--- config.mk ---
export PLATFORM = sky130hd
export DESIGN_NAME = led_shift_out
export DESIGN_NICKNAME = d
export VERILOG_FILES = /design/src/rtl/led_shift_pkg.sv /design/src/rtl/led_serializer.sv /design/src/rtl/led_shift_out.sv
export SDC_FILE = /design/constraint.sdc
export NUM_CORES = 1
export LEC_CHECK = 0
export BUFFER_PORTS_ARGS = -buffer_cell sky130_fd_sc_hd__buf_2
export CORE_UTILIZATION = 53
export DETAILED_ROUTE_END_ITERATION = 10
export GPL_TIMING_DRIVEN = 1
export PLACE_DENSITY = 0.79
export SLEW_MARGIN = 20
export SYNTH_ARGS = -nofsm -noshare
export SYNTH_HDL_FRONTEND = slang
export SYNTH_HIERARCHICAL = 1
export SYNTH_SLANG_ARGS = --single-unit
--- constraint.sdc ---
create_clock -name clk -period 2.1 [get_ports clk]
set_input_delay 0.105 -clock clk [delete_from_list [all_inputs] [get_ports clk]]
set_output_delay 0.105 -clock clk [all_outputs]
set_load 0.005 [all_outputs]
--- src/rtl/led_shift_pkg.sv ---
// Shared types and helpers for the LED shift-out block.
package led_shift_pkg;

  typedef enum logic [1:0] {
    IDLE  = 2'd0,
    LOAD  = 2'd1,
    SHIFT = 2'd2,
    LATCH = 2'd3
  } state_e;

  // Cycles busy stays high for one frame: LOAD + WIDTH bit periods + latch pulse.
  function automatic int frame_cycles(input int width, input int div);
    return 1 + 2 * div * width + div;
  endfunction

endpackage

--- src/rtl/led_serializer.sv ---
// Serialises a WIDTH-bit snapshot onto a 74HC595-style chain (clock, data, latch).
// state | meaning
// IDLE  | waiting for start_i; done_o pulses in the first cycle after a frame
// LOAD  | snapshot data_i, present the first bit with led_clk low
// SHIFT | per bit: CLK_DIV cycles low then CLK_DIV cycles high
// LATCH | led_pen high for CLK_DIV cycles, then back to IDLE
module led_serializer
  import led_shift_pkg::*;
#(
  parameter int WIDTH     = 16,
  parameter int CLK_DIV   = 4,
  parameter bit MSB_FIRST = 1'b1
) (
  input  logic             clk,
  input  logic             rst,
  input  logic             start_i,
  input  logic [WIDTH-1:0] data_i,
  output logic             busy_o,
  output logic             done_o,
  output logic             led_clk_o,
  output logic             led_pen_o,
  output logic             led_dat_o
);

  localparam int BW = (WIDTH > 1) ? $clog2(WIDTH) : 1;
  localparam int DW = (CLK_DIV > 1) ? $clog2(CLK_DIV) : 1;
  localparam logic [BW-1:0] BIT_LAST = BW'(WIDTH - 1);
  localparam logic [DW-1:0] DIV_LAST = DW'(CLK_DIV - 1);

  state_e           state_q;
  logic [WIDTH-1:0] shadow_q;
  logic [BW-1:0]    bit_q;
  logic [DW-1:0]    div_q;
  logic             busy_q, done_q, clk_q, pen_q, dat_q;

  // The bit counter always runs down; bit order only changes which bit it selects.
  function automatic logic pick(input logic [WIDTH-1:0] v, input logic [BW-1:0] b);
    if (MSB_FIRST) return v[b];
    else           return v[BIT_LAST - b];
  endfunction

  always_ff @(posedge clk) begin
    if (rst) begin
      state_q  <= IDLE;
      shadow_q <= '0;
      bit_q    <= '0;
      div_q    <= '0;
      busy_q   <= 1'b0;
      done_q   <= 1'b0;
      clk_q    <= 1'b0;
      pen_q    <= 1'b0;
      dat_q    <= 1'b0;
    end else begin
      done_q <= 1'b0;
      case (state_q)
        IDLE: begin
          if (start_i) begin
            state_q <= LOAD;
            busy_q  <= 1'b1;
          end
        end
        LOAD: begin
          shadow_q <= data_i;
          dat_q    <= pick(data_i, BIT_LAST);
          bit_q    <= BIT_LAST;
          div_q    <= DIV_LAST;
          clk_q    <= 1'b0;
          state_q  <= SHIFT;
        end
        SHIFT: begin
          if (div_q != '0) begin
            div_q <= div_q - DW'(1);
          end else begin
            div_q <= DIV_LAST;
            if (!clk_q) begin
              clk_q <= 1'b1;
            end else begin
              clk_q <= 1'b0;
              if (bit_q == '0) begin
                state_q <= LATCH;
                pen_q   <= 1'b1;
              end else begin
                bit_q <= bit_q - BW'(1);
                dat_q <= pick(shadow_q, bit_q - BW'(1));
              end
            end
          end
        end
        LATCH: begin
          if (div_q != '0) begin
            div_q <= div_q - DW'(1);
          end else begin
            pen_q   <= 1'b0;
            busy_q  <= 1'b0;
            done_q  <= 1'b1;
            state_q <= IDLE;
          end
        end
        default: state_q <= IDLE;
      endcase
    end
  end

  assign busy_o    = busy_q;
  assign done_o    = done_q;
  assign led_clk_o = clk_q;
  assign led_pen_o = pen_q;
  assign led_dat_o = dat_q;

endmodule

--- src/rtl/led_shift_out.sv ---
// LED image register with bit-masked writes; pushes the image out serially
// after each write (or continuously when REFRESH is set).
module led_shift_out
  import led_shift_pkg::*;
#(
  parameter int WIDTH     = 16,
  parameter int CLK_DIV   = 4,
  parameter bit MSB_FIRST = 1'b1,
  parameter bit REFRESH   = 1'b0
) (
  input  logic             clk,
  input  logic             rst,
  input  logic             we,
  input  logic [WIDTH-1:0] wmask,
  input  logic [WIDTH-1:0] led_in,
  output logic [WIDTH-1:0] led_out,
  output logic             busy,
  output logic             done,
  output logic             led_clk,
  output logic             led_pen,
  output logic             led_dat
);

  logic [WIDTH-1:0] led_q, led_d;
  logic             pending_q, pending_d;
  logic             busy_prev_q;
  logic             load_cycle;
  logic             start;

  // busy rises on entry to LOAD, so its first cycle marks the snapshot.
  assign load_cycle = busy & ~busy_prev_q;
  assign start      = (pending_q | REFRESH) & ~busy;

  always_comb begin
    led_d     = led_q;
    pending_d = pending_q;
    if (load_cycle) pending_d = 1'b0;
    if (we) begin
      led_d     = (led_q & ~wmask) | (led_in & wmask);
      pending_d = 1'b1;
    end
  end

  // Reset leaves pending set so the external chain is cleared with zeros.
  always_ff @(posedge clk) begin
    if (rst) begin
      led_q       <= '0;
      pending_q   <= 1'b1;
      busy_prev_q <= 1'b0;
    end else begin
      led_q       <= led_d;
      pending_q   <= pending_d;
      busy_prev_q <= busy;
    end
  end

  led_serializer #(
    .WIDTH    (WIDTH),
    .CLK_DIV  (CLK_DIV),
    .MSB_FIRST(MSB_FIRST)
  ) u_ser (
    .clk      (clk),
    .rst      (rst),
    .start_i  (start),
    .data_i   (led_q),
    .busy_o   (busy),
    .done_o   (done),
    .led_clk_o(led_clk),
    .led_pen_o(led_pen),
    .led_dat_o(led_dat)
  );

  assign led_out = led_q;

endmodule

==> impl_metrics.yaml, run 1 <==
power_and_ir_drop:
  power_leakage_nw: 1.109
  power_density_nw_per_um2: 1008
  ir_worst_vdd_mv: 0.4931
clock_network:
  cts.sinks: 47
  numCtsBuffers: 5
  insertion_delay_ps: 300
  cts_tree: "done"
  htree_num_levels: 2
  clk_transition_reported_paths_ps: 90
  clk_path_buf_depth: 2
  cts_hold_buffers: 0
  cts_root_buf: "clkbuf_8"
yosys:
  ys_seq_area_share_pct: 41.78
  synth_edf_count: 0
  synth_warnings: 6
  yosys.area.top_type_share_pct: 41.78
  syn_nets: 265
  syn_area_um2: 2252
  async_reset_ff_share_pct: 0
  ys_ff_latch: 47
  avgSynthCellArea_um2: 10.10
  yosysMostFrequentCell: "dfxtp_1"
  synthCells: 223
  synth.top_cells.by_count: "47 x dfxtp_1, 23 x nor2_1, 22 x mux2i_1"
  synthDistinctLibCells: 38
  synth.largest_area_cell: "dfxtp_1"
  ys.flop_type: "dfxtp_1"
  synth_area_leaders: "dfxtp_1 42%, mux2i_1 9.8%, a21bo_1 5.8%"
final_layout:
  antenna_cells: 0
  n_fill_cell: 364
  area.growth.synth_to_final_pct: 16.28
  final_util_pct: 65.00
  drive_gt1_share_pct: 32.36
  fin_nets: 316
run_status:
  status: "finished, final reports clean"
timing:
  hold_ws_ps: 44.93
  rsz0062_at_grt: "false"
  period_share_pct: 91.79
  min_period_ps: 1928
  skew_ps: 5.915
  fmax_ghz: 0.5188
  slew-limit-headroom_pct: 36.14
  worst_slack_ps: 172.3
  worstMarginPinSlew_ps: 957.9
  drv_slew: 0
  setup_viol: 0
  hold_viol: 0
  setup_tns_ps: 0
grt:
  grt_first_pass_wirelength_mm: 6.561
  grt_overflow: 0
  antenna_found_initial: 0
  grt_max_degree: 48
  grt_pass1_vias: 1541
  grtUsageTotal_pct: 19.44
routing:
  drt_iter0_drc: 66
  wl_mm: 4.012
  ant_nets: 0
  firstDrtPassIters: 4
  drc: 0
  drt-wirelength-per-cell_um: 12.34
  via_per_inst: 5.369
  vias: 1745
floorplanning:
  core_um2: 4029
  ios: 56
  die-area_um2: 4514
  die_w_um: 67.19
  die_h_um: 67.19
  start_util_pct: 55.90
  rows: 23
critical_path:
  cp_max_fo: 4
  slowest_stage: "mux4_2"
  worstSetupPathType: "reg -> reg"
  cp_slowest_stage_delay_ps: 530
  cp_top_family: "multiplexers"
  end_kind: "flop"
  cp.arrival_ps: 2150
  critPathRequiredTime_ps: 2320
  worstSetupStartpointType: "flop"
  cp.buffers_inverters: 1
  crit_chain: "inv_1 -> ha_1 -> xor2_1 -> mux4_2 -> mux2_4 -> a211oi_2"
flow_run:
  maxCapViolCount: 0
place:
  pre_cts_ws_ps: 181.9
  hpwl_mm: 2.962
  numPortBuffers: 55
  gp_congestion: 0.7752
hold_path:
  hp-class: "in -> reg"
-- worst register-to-register path, stage by stage (launching register included) --
cell      delay [ps]
dfxtp_1          340
inv_1             50
ha_1             230
xor2_1           260
mux4_2           530
mux2_4           270
a211oi_2         160
-- cells by family (layout without fill, tap and decap cells) --
| family | count (synthesis) | after routing | share of synthesized area, % |
|---|---|---|---|
| fa+ha+maj | 7 | 7 | 3.889 |
| xor+xnor | 2 | 2 | 0.7779 |
| simple gates | 62 | 62 | 13.56 |
| compound gates | 56 | 56 | 20.72 |
| mux | 26 | 26 | 13.78 |
| flops | 47 | 47 | 41.78 |
| buf+inv | 23 | 75 | 5.500 |
-- power breakdown --
part | switching [mW] | internal [mW]
clock | 0.304 | 0.239
combinational | 0.511 | 0.487
sequential | 0.0909 | 1.01
total | 0.906 | 1.73
-- layout by cell type (no fill, tap or decap), drive strengths merged, types with 2 or more instances in the layout --
master  count
a211oi      7
a21bo      16
a21oi      24
buf        59
clkbuf      6
clkinv      2
dfxtp      47
ha          7
inv         8
mux2i      22
mux4        3
nand3      17
nor2       23
nor2b       7
nor3        7
o21ai       4
-- area by class of cell --
| cell class | instances | area, um^2 | share of cell area (%) |
|---|---|---|---|
| Multi-Input combinational cell | 153 | 1190 | 45.44 |
| Sequential cell | 47 | 940.9 | 35.93 |
| Timing Repair Buffer | 59 | 305.3 | 11.66 |
| Clock buffer | 6 | 72.57 | 2.771 |
| Tap cell | 50 | 62.56 | 2.389 |
| Inverter | 8 | 30.03 | 1.147 |
| Clock inverter | 2 | 17.52 | 0.6689 |
-- worst paths after layout --
kind	to	depth (start not counted)	slack [ps]	startpoint
min	flop	3	40	led_in[14]
max reg2reg	u_ser/led_dat_o	6	170	u_ser/bit_q[0]
min reg2reg	pending_q	1	460	pending_q
max	u_ser/led_dat_o	6	170	u_ser/bit_q[0]
-- stage by stage --
stage                     cells  power [mW]  cell area, um^2
after floorplan             223       1.896             2252
after global placement      317       2.074             2526
after detailed placement    317       2.116             2526
after CTS                   325       2.655             2616
after global routing        325       2.804             2619
final                       325       2.639             2619
-- layer usage --
metal | GRT usage [%] | up-vias | share of wire, %
li1 | - | 895 | -
met1 | 23.77 | 801 | 48
met2 | 32.63 | 42 | 47
met3 | 5.068 | 7 | 3.8
met4 | 7.181 | 0 | 1.2
met5 | 0 | - | 0
-- repair_timing --
item                                    4_1_cts  5_1_grt
resized for setup                             0        1
endpoints found under the setup margin        0        2
buffers inserted                              0        0
Power figures use the tool's default switching activity.
==> run 2: changes to the inputs <==
Settings changed: CORE_UTILIZATION 53 to 55, CTS_BUF_LIST set to sky130_fd_sc_hd__clkbuf_4, PLACE_DENSITY 0.79 to 0.82.
==> run 2 against run 1 <==
Flip-flop and latch count did not move; clock power rose by 0.7%; clock-buffer cell count decreased by 1; setup slack worse by 37 ps; total power is 1.8% higher; sequential share of layout area down 3.0 points; non-clock buffer count increased by 25; fmax shrank 1.9%; cell count grew 7.1%; via count is 6.6% higher.
==> impl_metrics.yaml, run 2 (synthesized netlist as in run 1, its figures left out) <==
run_status:
  status: "finished, final reports clean"
routing:
  drt-wirelength-per-cell_um: 13.62
  drt_iter0_drc: 90
  firstDrtPassIters: 4
  drc: 0
  wl_mm: 4.739
  vias: 1860
  via_per_inst: 5.345
  ant_nets: 0
hold_path:
  holdPathStages: 3
  hold_start: "wmask[2]"
  hp-class: "in -> reg"
place:
  numPortBuffers: 55
  placed_cells: 315
  pre_cts_ws_ps: 151.5
  postPlaceCellArea_um2: 2524
  gp_congestion: 0.8258
  hpwl_mm: 2.946
critical_path:
  reg2reg_depth: 6
  worstSetupStartpointType: "flop"
  slowest_stage: "mux4_2"
  cp_max_fo: 4
  crit_chain: "inv_1 -> ha_1 -> xor2_1 -> mux4_2 -> mux2_4 -> a211oi_2"
  reg2reg_slack_ps: 140
  end_kind: "flop"
  cp.arrival_ps: 2270
  cp_slowest_stage_delay_ps: 550
  r2r_end: "u_ser/led_dat_o"
  critPathRequiredTime_ps: 2400
  worstSetupPathType: "reg -> reg"
  cp-startpoint: "u_ser/bit_q[0]"
  critPathCapture: "u_ser/led_dat_o"
  rr_startpoint: "u_ser/bit_q[0]"
final_layout:
  seq_area_um2: 940.9
  stdcell_count: 348
  final_common_cell: "buf_2"
  antenna_cells: 0
  final_design_area_no_fill_um2: 2855
  final_cell_mix: "55 x buf_2, 47 x dfxtp_1, 25 x dlygate4sd3_1"
  multiInputGateArea_um2: 1187
  fin_nets: 341
  drive_gt1_share_pct: 29.67
  final_util_pct: 75.16
  n_fill_cell: 265
  area.growth.synth_to_final_pct: 26.78
timing:
  hold_ws_ps: 3.004
  worstMarginPinSlew_ps: 957.3
  rsz0062_at_grt: "false"
  skew_ps: 11.99
  hold_viol: 0
  setup_tns_ps: 0
  worst_slack_ps: 135.8
  fmax_ghz: 0.5091
  period_share_pct: 93.53
  slew-limit-headroom_pct: 36.18
  drv_slew: 0
  setup_viol: 0
  min_period_ps: 1964
power_and_ir_drop:
  power_leakage_nw: 1.193
  ir_worst_vdd_mv: 0.5810
  p_total_mw: 2.687
  power_density_nw_per_um2: 941.1
floorplanning:
  ios: 56
  rows: 22
  core_um2: 3799
  die_w_um: 65.99
  start_util_pct: 59.29
  die_h_um: 65.99
  die-area_um2: 4355
grt:
  grt_overflow: 0
  grtUsageTotal_pct: 23.14
  antenna_found_initial: 0
  grt_max_degree: 48
  grt_first_pass_wirelength_mm: 7.583
  grt_pass1_vias: 1791
clock_network:
  numCtsBuffers: 5
  cts_resized: 0
  htree_num_levels: 2
  cts.sinks: 47
  cts_root_buf: "clkbuf_4"
  clk_path_buf_depth: 2
  cts_tree: "done"
  clk_transition_reported_paths_ps: 140
  insertion_delay_ps: 370
flow_run:
  maxCapViolCount: 0
[run 2: cell count changes in the layout (fill, tap and decap cells not counted)]
cell / change
bufinv_16: +1
nor2b_2: -1
dlygate4sd3_1: +25
clkbuf_1: -1
nor2b_1: +1
clkinv_4: -1
clkbuf_4: +5
clkbuf_8: -5
clkinv_2: +1
[run 2: layer usage]
layer	routed length, um	GRT usage (%)	vias to the layer above
met5	0	0	-
met4	70	9.043	0
met3	189	4.310	11
met2	2327	43.49	49
met1	2151	25.21	862
li1	-	-	938
[run 2: worst max-delay path: cells and delay by family (launching register included)]
kind | cells | cell delay (ps)
flops | 1 | 370
buf+inv | 1 | 50
compound gates | 1 | 160
fa+ha+maj | 1 | 240
xor+xnor | 1 | 260
mux | 2 | 820
[run 2: worst min path at each step]
| stage | end | slack (ps) |
|---|---|---|
| 2_1_floorplan | flop | 250 |
| 3_3_place_gp | flop | 360 |
| 3_5_place_dp | flop | 360 |
| 4_1_cts | flop | 0.1 |
| 5_1_grt | flop | 0.3 |
| 6_report | flop | 3 |
[run 2: report_power, final]
part | leakage (nW) | internal, mW | switching [mW]
Sequential | 0.384 | 1.01 | 0.0960
Combinational | 0.764 | 0.512 | 0.524
Clock | 0.0452 | 0.251 | 0.296
[run 2: cell type report]
cell class / instances / area share (%)
Tap cell: 48 / 2.103
Multi-Input combinational cell: 153 / 41.59
Sequential cell: 47 / 32.95
Clock inverter: 3 / 1.534
Timing Repair Buffer: 84 / 19.46
Clock buffer: 5 / 1.315
Inverter: 8 / 1.052
[run 2: what timing repair did]
item / 4_1_cts / 5_1_grt
hold buffers: 25 / 0
setup buffers: 0 / 0
endpoints found under the hold margin: 16 / 0
